## src/rtl/rf_wb_arbiter.sv

```systemverilog
// Write-back arbiter for the register file's single write port: two one-entry
// holding registers (A, B) committed oldest-first, with stale-read hazard flags.
`timescale 1ns/1ps
module rf_wb_arbiter #(
    parameter int DATA_W = 32,
    parameter int ADDR_W = 5
) (
    input  logic              clk,
    input  logic              rst_n,
    input  logic              a_valid,
    output logic              a_ready,
    input  logic [ADDR_W-1:0] a_addr,
    input  logic [DATA_W-1:0] a_data,
    input  logic              b_valid,
    output logic              b_ready,
    input  logic [ADDR_W-1:0] b_addr,
    input  logic [DATA_W-1:0] b_data,
    input  logic [ADDR_W-1:0] rd_addr1,
    input  logic [ADDR_W-1:0] rd_addr2,
    output logic              hazard1,
    output logic              hazard2,
    output logic              rf_we,
    output logic [ADDR_W-1:0] rf_waddr,
    output logic [DATA_W-1:0] rf_wdata
);

    logic              full_a, full_b;
    logic              age_a, age_b;
    logic [ADDR_W-1:0] addr_a, addr_b;
    logic [DATA_W-1:0] data_a, data_b;
    logic              grant_a, grant_b;
    logic              load_a, load_b;

    // A wins unless B is full and strictly older; equal age ties go to A.
    always_comb begin
        grant_a = full_a & (!full_b | !age_b);
        grant_b = full_b & !grant_a;
    end

    assign a_ready = !full_a | grant_a;
    assign b_ready = !full_b | grant_b;

    // Beats to x0 complete the handshake but are dropped here.
    assign load_a = a_valid & a_ready & (a_addr != '0);
    assign load_b = b_valid & b_ready & (b_addr != '0);

    always_ff @(posedge clk or negedge rst_n) begin
        if (!rst_n) begin
            full_a <= 1'b0;
            full_b <= 1'b0;
            age_a  <= 1'b0;
            age_b  <= 1'b0;
            addr_a <= '0;
            addr_b <= '0;
            data_a <= '0;
            data_b <= '0;
        end else begin
            if (load_a) begin
                full_a <= 1'b1;
                addr_a <= a_addr;
                data_a <= a_data;
            end else if (grant_a) begin
                full_a <= 1'b0;
            end

            if (load_b) begin
                full_b <= 1'b1;
                addr_b <= b_addr;
                data_b <= b_data;
            end else if (grant_b) begin
                full_b <= 1'b0;
            end

            // A retained entry becomes older when the other side loads behind it.
            if (load_a || grant_a)
                age_a <= 1'b0;
            else if (load_b && full_a)
                age_a <= 1'b1;

            if (load_b || grant_b)
                age_b <= 1'b0;
            else if (load_a && full_b)
                age_b <= 1'b1;
        end
    end

    always_comb begin
        rf_we    = grant_a | grant_b;
        rf_waddr = '0;
        rf_wdata = '0;
        if (grant_a) begin
            rf_waddr = addr_a;
            rf_wdata = data_a;
        end else if (grant_b) begin
            rf_waddr = addr_b;
            rf_wdata = data_b;
        end
    end

    // The committing entry is bypassed by the register file, so it never flags.
    always_comb begin
        hazard1 = (rd_addr1 != '0) &
                  ((full_a & !grant_a & (addr_a == rd_addr1)) |
                   (full_b & !grant_b & (addr_b == rd_addr1)));
        hazard2 = (rd_addr2 != '0) &
                  ((full_a & !grant_a & (addr_a == rd_addr2)) |
                   (full_b & !grant_b & (addr_b == rd_addr2)));
    end

endmodule

```

## config.mk

```make
export PLATFORM = sky130hd
export DESIGN_NAME = rf_wb_arbiter
export DESIGN_NICKNAME = d
export VERILOG_FILES = /design/src/rtl/rf_wb_arbiter.sv
export SDC_FILE = /design/constraint.sdc
export NUM_CORES = 1
export LEC_CHECK = 0
export BUFFER_PORTS_ARGS = -buffer_cell sky130_fd_sc_hd__buf_2
export CAP_MARGIN = 30
export CORE_UTILIZATION = 54
export DETAILED_ROUTE_END_ITERATION = 7
export GPL_ROUTABILITY_DRIVEN = 1
export GPL_TIMING_DRIVEN = 0
export PLACE_DENSITY = 0.94
export SYNTH_ARGS = -nofsm -noshare
export SYNTH_HDL_FRONTEND = slang
export SYNTH_SLANG_ARGS = --single-unit
```

## constraint.sdc

```tcl
create_clock -name clk -period 5 [get_ports clk]
set_input_delay 0.75 -clock clk [delete_from_list [all_inputs] [get_ports clk]]
set_output_delay 0.75 -clock clk [all_outputs]
set_load 0.02 [all_outputs]
```

==> metrics.txt, run 1 <==
Clock Path Buffers 2; CTS Sinks 77; die width 84.7 um; CTS buffer count 9; Slew headroom 69.2%; num rows 29; grt total ovfl 0; HP Class input pin to asynchronous set/reset pin; FF-to-FF path depth 7; Final ANT Viol Nets 0; core area 0.00646 mm^2; die footprint 0.00717 mm^2; Max Cap Violations 0; CTS tree built; initial antenna violation count 0; area growth from synthesis to layout 27.3%; commonest non-fill, non-tap cells in the layout buf_2, dfrtp_1, nand2_1, mux2_2, o21ai_0; Post-Synth XOR/XNOR Area 4.74%; Power, Total 1820 uW; Mapped Nets 419; Seq/Total Area, Yosys 52.2%; mean area per synthesized cell 11.2 um^2; DRT iter0 DRCs 154; All-Layer GR Usage 27.0%; number of distinct library cells after synthesis 25; Power Density 387 mW/mm^2; final setup vio count 0; layout cells sized above 1 47.4%; main combinational cell family by area after synthesis multiplexers; CTS resizes 0; multiplexer share of the synthesized area 20.7%; Final min period 3.10 ns; DRC viols 0; worst hold slack 0.188 ns; setup bufs post-CTS 0; worst slew pin tran 0.462 ns; reg-to-reg endpoint data_b[24]$_DFFE_PN0P_; Initial Utilization 57.2%; Die Y 84.7 um; peak supply drop 0.311 mV; port buffer count 129; top-area cell type share of the netlist area 52.2%; Final nets 560; pin count of the biggest net entering global routing 77; Hold Violations, Final 0; # IOs 130; Final period util 62.0%; Fmax 322 MHz; total iterations of the first detailed-routing run 8; LEAKAGE 0.00226 uW; mapped cell area 0.00369 mm^2; largest area contributor in the netlist dfrtp_1; clock latency on the worst-skew pair 0.34 ns; r2r setup slk 2.96 ns; CP Class flop to output pin; result of the run finished clean; simple logic cell fraction of the synthesized area 10.9%; Post-synth EDFFs 0; Ys Warns 0; first-pass GRT wire length 14800 um; CTS H-Tree Depth 3; via count 2985; Synth Area in Adders 0%; reg2reg start full_b$_DFFE_PN0P_; Arr. time, crit path 2.35 ns; Reg clk slew, reported paths 0.08 ns; startpoint types flop; top cells by area, synth dfrtp_1, mux2_2, nand2_1; most common cell after layout, fill and taps aside buf_2; unrepaired setup endpoints after global routing no; Slew Limit Fails 0; DP HPWL 6630 um; WL/cell 16.1 um; Final GP Congestion 0.880; Fin Setup TNS 0 ns; critical path fanouts, max 10; top_reg_cell synth dfrtp_1; clock skew 0.00852 ns; ys async rst share 100%; Post-CTS Hold Buffers 0; Yosys reg bits 77; vias per inst 5.39; Critical Path RT 4.25 ns; Antenna diodes 0; vias in the first global route 3201; cell count after synthesis 331; crit end category output pin; post-synthesis compound-gate area fraction 7.99%; drt total wl 8940 um; Root Buffer clkbuf_8
-- metrics by stage --
step | std cells | worst slack [ns] | utilization (%) | instance area, um^2
4_1_cts | 554 | 1.82 | 72.8 | 4700
3_3_place_gp | 537 | 2.32 | 68.7 | 4440
3_5_place_dp | 538 | 2.29 | 69.1 | 4470
6_report | 554 | 1.90 | 72.8 | 4700
5_1_grt | 554 | 1.69 | 72.8 | 4700
2_1_floorplan | 331 | 2.65 | - | 3690
-- cell families (layout without fill, tap and decap cells) --
kind of cell              count (synthesis)  count (layout)
and+or+nand+nor                          95              95
DFF                                      77              77
muxes                                    68              68
AOI/OAI and AO/OA                        50              50
buffers and inverters                    21             167
xor gates and xnor gates                 20              20
-- synth_stat cells (all sizes together), types with 2 or more instances --
| cell | n |
|---|---|
| nor2 | 2 |
| o21ai | 40 |
| a22o | 5 |
| nand2 | 76 |
| nor4 | 4 |
| dfrtp | 77 |
| xor2 | 12 |
| a21oi | 2 |
| nand3b | 2 |
| clkbuf | 13 |
| mux2 | 68 |
| nand3 | 5 |
| xnor2 | 8 |
| or4 | 4 |
| buf | 8 |
-- power by group --
group	switching, uW	internal (uW)
Combinational	266	216
Clock	220	332
Sequential	66.8	721
-- per-layer routing --
layer / vias to the layer above / wire length (um) / share of wire [%] / GRT usage (%)
li1: 1416 / - / - / -
met1: 1441 / 3630 / 41 / 32.8
met2: 118 / 4680 / 52 / 47.4
met3: 10 / 504 / 5.6 / 5.31
met4: 0 / 123 / 1.4 / 10.6
met5: - / 0 / 0 / 0
-- worst max-delay path: stages (launching register included) --
cell and delay (ns):
dfrtp_1 0.37, clkbuf_2 0.16, a21boi_1 0.18, clkbuf_1 0.40, clkbuf_1 0.43, nand2_1 0.13
o21ai_0 0.13, buf_2 0.22
-- worst max path at each step --
stage | from | endpoint | slack [ns] | cells after the start
floorplan | rd_addr1[4] | hazard1 | 2.65 | 4
global placement | full_b$_DFFE_PN0P_ | rf_wdata[27] | 2.32 | 7
detailed placement | full_b$_DFFE_PN0P_ | rf_waddr[1] | 2.29 | 7
CTS | full_b$_DFFE_PN0P_ | rf_wdata[14] | 1.82 | 7
global route | full_b$_DFFE_PN0P_ | rf_waddr[1] | 1.69 | 7
finish | full_b$_DFFE_PN0P_ | rf_wdata[14] | 1.90 | 7
-- layout make-up --
type	count	area [um^2]
Multi-Input combinational cell	233	1640
Buffer	21	126
Timing Repair Buffer	130	676
Tap cell	77	96.3
Sequential cell	77	1930
Fill cell	453	1760
Clock inverter	6	109
Clock buffer	10	128
-- state kept, by name, indices dropped and copies added, names as in the netlist --
register / flops
age_b: 1
data_a: 32
full_a: 1
full_b: 1
data_b: 32
addr_a: 5
addr_b: 5
Power figures use the tool's default switching activity.
==> run 2: changes to the inputs <==
- ABC_AREA: default -> 1
- CORE_UTILIZATION: 54 -> 46
- PLACE_DENSITY: 0.94 -> 0.85
- clock period: 5 -> 2.8 ns (I/O delays scaled with it)
==> run 2 against run 1 <==
Die area rose by 23%. Cell area rose by 3.3%. Core utilization fell by 14 points. Synthesized cell count is 54% higher. Critical path type unchanged.
==> metrics.txt, run 2 <==
reg-to-reg endpoint data_b[22]$_DFFE_PN0P_; CTS resizes 0; r2r setup slk 1.25 ns; HP Class input pin to asynchronous set/reset pin; vias per inst 5.05; via count 3841; core area 0.00822 mm^2; total iterations of the first detailed-routing run 5; fin util 59.1%; worst slew pin tran 0.495 ns; CTS H-Tree Depth 3; Slew Limit Fails 0; LEAKAGE 0.00272 uW; post-synthesis compound-gate area fraction 16.3%; vias in the first global route 3893; # IOs 130; Power Density 691 mW/mm^2; DP HPWL 7880 um; main combinational cell family by area after synthesis simple AND/OR/NAND/NOR gates; Fmax 421 MHz; setup bufs post-CTS 0; Post-CTS Hold Buffers 0; cell count after synthesis 509; top_reg_cell synth dfrtp_1; ys async rst share 100%; top-area cell type share of the netlist area 49.5%; Sw Share 39.3%; DRT iter0 DRCs 221; layout cells sized above 1 27.5%; Seq/Total Area, Yosys 49.5%; most instantiated cells after synthesis nand2_1, inv_1, dfrtp_1; Fin Setup TNS 0 ns; All-Layer GR Usage 25.1%; Mapped Nets 597; critical path fanouts, max 10; net switching power 1320 uW; Critical Path RT 2.38 ns; die footprint 0.00883 mm^2; initial antenna violation count 1; Final nets 738; multiplexer share of the synthesized area 0%; die width 94.0 um; clock latency on the worst-skew pair 0.34 ns; most common cell after layout, fill and taps aside buf_2; Gate power share 35.4%; Synth Area in Adders 0%; DRC viols 0; final setup vio count 0; pin count of the biggest net entering global routing 45; Yosys reg bits 77; commonest non-fill, non-tap cells in the layout buf_2, nand2_1, inv_1, dfrtp_1, o21ai_0; Final period util 84.8%; reg2reg start age_b$_DFFE_PN0P_; Final GP Congestion 0.989; Reg clk slew, reported paths 0.08 ns; unrepaired setup endpoints after global routing no; Die Y 94.0 um; drt total wl 10300 um; Internal 2040 uW; number of distinct library cells after synthesis 21; Max Cap Violations 0; area growth from synthesis to layout 24.9%; placed insts 744; Root Buffer clkbuf_8; crit end category output pin; peak supply drop 0.355 mV; most frequent cell after synthesis nand2_1; Clk pwr share 21.8%; mean area per synthesized cell 7.64 um^2; sequential power share 42.8%; first-pass GRT wire length 17100 um; FF-to-FF path depth 5; top cells by area, synth dfrtp_1, nand2_1, o21ai_0; CP Launch Point full_b$_DFFE_PN0P_; CTS buffer count 9; largest area contributor in the netlist dfrtp_1; Final ANT Viol Nets 0; CP Class flop to output pin; Final Non-Filler Cells 760; Post-synth EDFFs 0; Slew headroom 67.0%; top flop regs data_a x32, data_b x32; CP Capture Point rf_wdata[13]; grt total ovfl 0; Arr. time, crit path 1.95 ns; WL/cell 13.5 um; Filler cells 764; Power, Total 3360 uW; Initial Utilization 47.4%; Clock Path Buffers 2; clock skew 0.00808 ns; startpoint types flop; mapped cell area 0.00389 mm^2; simple logic cell fraction of the synthesized area 20.7%; Final min period 2.37 ns; Hold Violations, Final 0; num rows 33; Antenna diodes 0; port buffer count 129; result of the run finished clean; CTS tree built; Post-Synth XOR/XNOR Area 0.450%; CTS Sinks 77; Ys Warns 0
-- run 2: changes by cell type after synthesis, sizes merged, moves of 8 or more --
cell	before	now
xnor2	8	0
nand2	76	99
o21ai	40	74
inv	0	94
mux2	68	0
a21oi	2	39
nor2	2	46
buf	8	19
nand3	5	43
xor2	12	2
-- run 2: per-layer routing --
metal	vias up	GRT usage (%)	part of all wire, %
met5	-	0	0
met4	0	10.4	1.7
met3	20	5.74	7.6
met2	183	42.0	49
met1	1771	31.3	42
li1	1867	-	-
-- run 2: area by class of cell --
class                           count  area [um^2]  share of cell area, %
Multi-Input combinational cell    311         1460                   30.1
Buffer                             27          151                   3.12
Clock buffer                       10          128                   2.63
Sequential cell                    77         1930                   39.7
Inverter                           94          353                   7.26
Clock inverter                      6         40.0                  0.824
Timing Repair Buffer              130          668                   13.8
Tap cell                          105          131                   2.70
-- run 2: logic make-up after synthesis --
kind of cell | Yosys count
buffers and inverters | 121
DFF | 77
and+or+nand+nor | 192
xor gates and xnor gates | 2
AOI/OAI and AO/OA | 117
-- run 2: per-stage QoR --
stage / worst slack (ns) / hold WS [ns] / area [um^2]
3_5_place_dp: 0.775 / 0.395 / 4690
3_3_place_gp: 0.763 / 0.467 / 4670
6_report: 0.426 / 0.0178 / 4860
2_1_floorplan: 1.03 / 0.124 / 3890
5_1_grt: 0.246 / 0.0305 / 4860
4_1_cts: 0.383 / 0.0172 / 4860
-- run 2: power by group through the flow --
stage               Sequential, uW  Clock (uW)  Combinational [uW]
global placement              1440           0                1150
CTS                           1440         749                1190
finish                        1440         731                1190
global route                  1460         804                1330
floorplan                     1420           0                 782
detailed placement            1460           0                1190
-- run 2: critical path: stages (launching register included) --
cell and delay [ns]:
dfrtp_1 0.37, buf_4 0.20, inv_2 0.07, o21ai_4 0.25, clkbuf_1 0.36, o21ai_0 0.17, buf_2 0.19
-- run 2: worst min path at each step --
stage | cells after the start | endpoint | from
after global placement | 2 | data_b[15]$_DFFE_PN0P_ | data_b[15]$_DFFE_PN0P_
after CTS | 1 | data_b[11]$_DFFE_PN0P_ | rst_n
after detailed placement | 1 | data_b[11]$_DFFE_PN0P_ | rst_n
final | 1 | data_b[11]$_DFFE_PN0P_ | rst_n
after global routing | 1 | data_b[11]$_DFFE_PN0P_ | rst_n
after floorplan | 0 | addr_a[0]$_DFFE_PN0P_ | rst_n
==> run 3: changes to the inputs <==
- CORE_UTILIZATION: 46 -> 51
- PLACE_DENSITY: 0.85 -> 0.89
- clock period: 2.8 -> 2.2 ns (I/O delays scaled with it)
==> run 3 against run 2 <==
Sequential power rose by 27%. Clock power rose by 25%. Register-to-register slack got worse by 0.69 ns. Global-route usage rose by 2.4 points. Total power rose by 31%. Largest cell class unchanged. Hold slack improved by 0.20 ns.
==> metrics.txt, run 3 (synthesized netlist as in run 2, its figures left out) <==
area growth from synthesis to layout 27.9%; total iterations of the first detailed-routing run 5; Max Cap Violations 0; Slew headroom 69.9%; Final min period 2.16 ns; most common cell after layout, fill and taps aside buf_2; drt total wl 10600 um; via count 3942; critical path fanouts, max 10; Fmax 463 MHz; grt total ovfl 0; CP peak stage delay 0.41 ns; # IOs 130; clock skew 0.00470 ns; Power Density 881 mW/mm^2; GR Util met3 5.26%; peak supply drop 0.619 mV; DP HPWL 7710 um; DRC viols 0; vias in the first global route 3694; Slew Limit Fails 0; port buffer count 129; Final period util 98.3%; WL/cell 13.9 um; Final ANT Viol Nets 0; All-Layer GR Usage 27.5%; register area 0.00193 mm^2; initial antenna violation count 1; Initial Utilization 53.1%; most used routing layer met2; Reg clk slew, reported paths 0.08 ns; crit end category output pin; pin count of the biggest net entering global routing 52; core area 0.00733 mm^2; result of the run finished clean; Root Buffer clkbuf_8; Post-Place Worst Slack 0.287 ns; clock latency on the worst-skew pair 0.34 ns; num rows 31; final worst-path setup slack 0.0383 ns; multi-input logic area 0.00148 mm^2; DRT iter0 DRCs 221; CTS H-Tree Depth 3; CTS tree built; CP max-delay cell dfrtp_1; startpoint types flop; first-pass GRT wire length 16500 um; final setup vio count 0; die footprint 0.00798 mm^2; Hold Violations, Final 0; unrepaired setup endpoints after global routing yes; CTS buffer count 9; Final nets 745; vias per inst 5.19; layout cells sized above 1 28.1%; Critical Path RT 1.87 ns; Clock Path Buffers 2; Arr. time, crit path 1.83 ns; Die Y 89.4 um; CP Cell Sequence buf_6, inv_2, o21ai_4, buf_12, clkbuf_4, o21ai_0, buf_2; CP Class flop to output pin; CTS Sinks 77; met2 GRT Util 45.9%; commonest non-fill, non-tap cells in the layout buf_2, nand2_1, inv_1, dfrtp_1, o21ai_0; LEAKAGE 0.00278 uW; worst slew pin tran 0.451 ns; HP Class input pin to flop; Antenna diodes 0; die width 89.4 um; global-route track usage on met1 35.1%; Final GP Congestion 0.924; Fin Setup TNS 0 ns; Filler cells 619; top flop regs data_a x32, data_b x32
run 3: cell types whose count changed in the layout (fill, tap and decap cells not counted), moves of 2 or more:
| cell | previous run | this run |
|---|---|---|
| o21ai_0 | 73 | 69 |
| clkinv_4 | 2 | 0 |
| buf_6 | 1 | 6 |
| clkbuf_2 | 0 | 2 |
| buf_2 | 138 | 127 |
| buf_4 | 9 | 18 |
| o21ai_1 | 0 | 4 |
run 3: path summary, 6_finish.rpt:
path                                       start                      to  slack, ns  cells after the start
setup / recovery              full_b$_DFFE_PN0P_             rf_waddr[0]       0.04                      7
hold / removal                        a_data[28]  data_a[28]$_DFFE_PN0P_       0.22                      3
setup reg to reg              full_b$_DFFE_PN0P_  data_a[26]$_DFFE_PN0P_       0.56                     10
hold reg to reg            data_b[8]$_DFFE_PN0P_   data_b[8]$_DFFE_PN0P_       0.49                      2
max in group asynchronous                  rst_n  data_a[20]$_DFFE_PN0P_       1.19                      3
min in group asynchronous                  rst_n  data_a[10]$_DFFE_PN0P_       0.44                      2
run 3: critical path, delay by kind of cell, from the launching register on:
family / cells / cell delay, ns
buffers and inverters: 5 / 0.82
flip-flops: 1 / 0.41
AO/OA/AOI/OAI: 2 / 0.27
run 3: metrics by stage:
stage               hold WS [ns]  utilization, %  power [uW]  cell area [um^2]  cells
floorplan                 0.0344               -        2810              3890    509
global placement           0.467            63.6        3290              4660    737
detailed placement         0.275            64.0        3360              4690    738
CTS                        0.212            66.6        4290              4880    755
global route               0.216            67.9        4650              4980    760
finish                     0.220            67.9        4380              4980    760
run 3: report_power, final:
part / switching (uW) / internal [uW] / total, uW
Clock: 480 / 432 / 913
Combinational: 1040 / 594 / 1640
Sequential: 154 / 1680 / 1830
Total: 1680 / 2710 / 4380
run 3: final cells by class:
cell class                      instances  share of cell area (%)
Buffer                                 27                    3.65
Clock buffer                           13                    2.99
Clock inverter                          2                   0.201
Inverter                               94                    7.09
Multi-Input combinational cell        312                    29.7
Sequential cell                        77                    38.7
Tap cell                               99                    2.49
Timing Repair Buffer                  136                    15.2
run 3: repair_timing:
action                                  in CTS  in global routing
buffers inserted                             0                  3
endpoints found under the hold margin       26                  0
gates resized for setup                      6                 20
hold buffers                                 1                  0
cloned                                       1                  2
endpoints found under the setup margin      34                 33
pin swaps                                    1                  1
run 3: metal layers:
| layer | routed length (um) | up-vias | share of wire (%) |
|---|---|---|---|
| met5 | 10 | - | 0.095 |
| met4 | 184 | 2 | 1.7 |
| met3 | 789 | 17 | 7.5 |
| met2 | 5210 | 191 | 49 |
| met1 | 4380 | 1844 | 41 |
| li1 | - | 1888 | - |
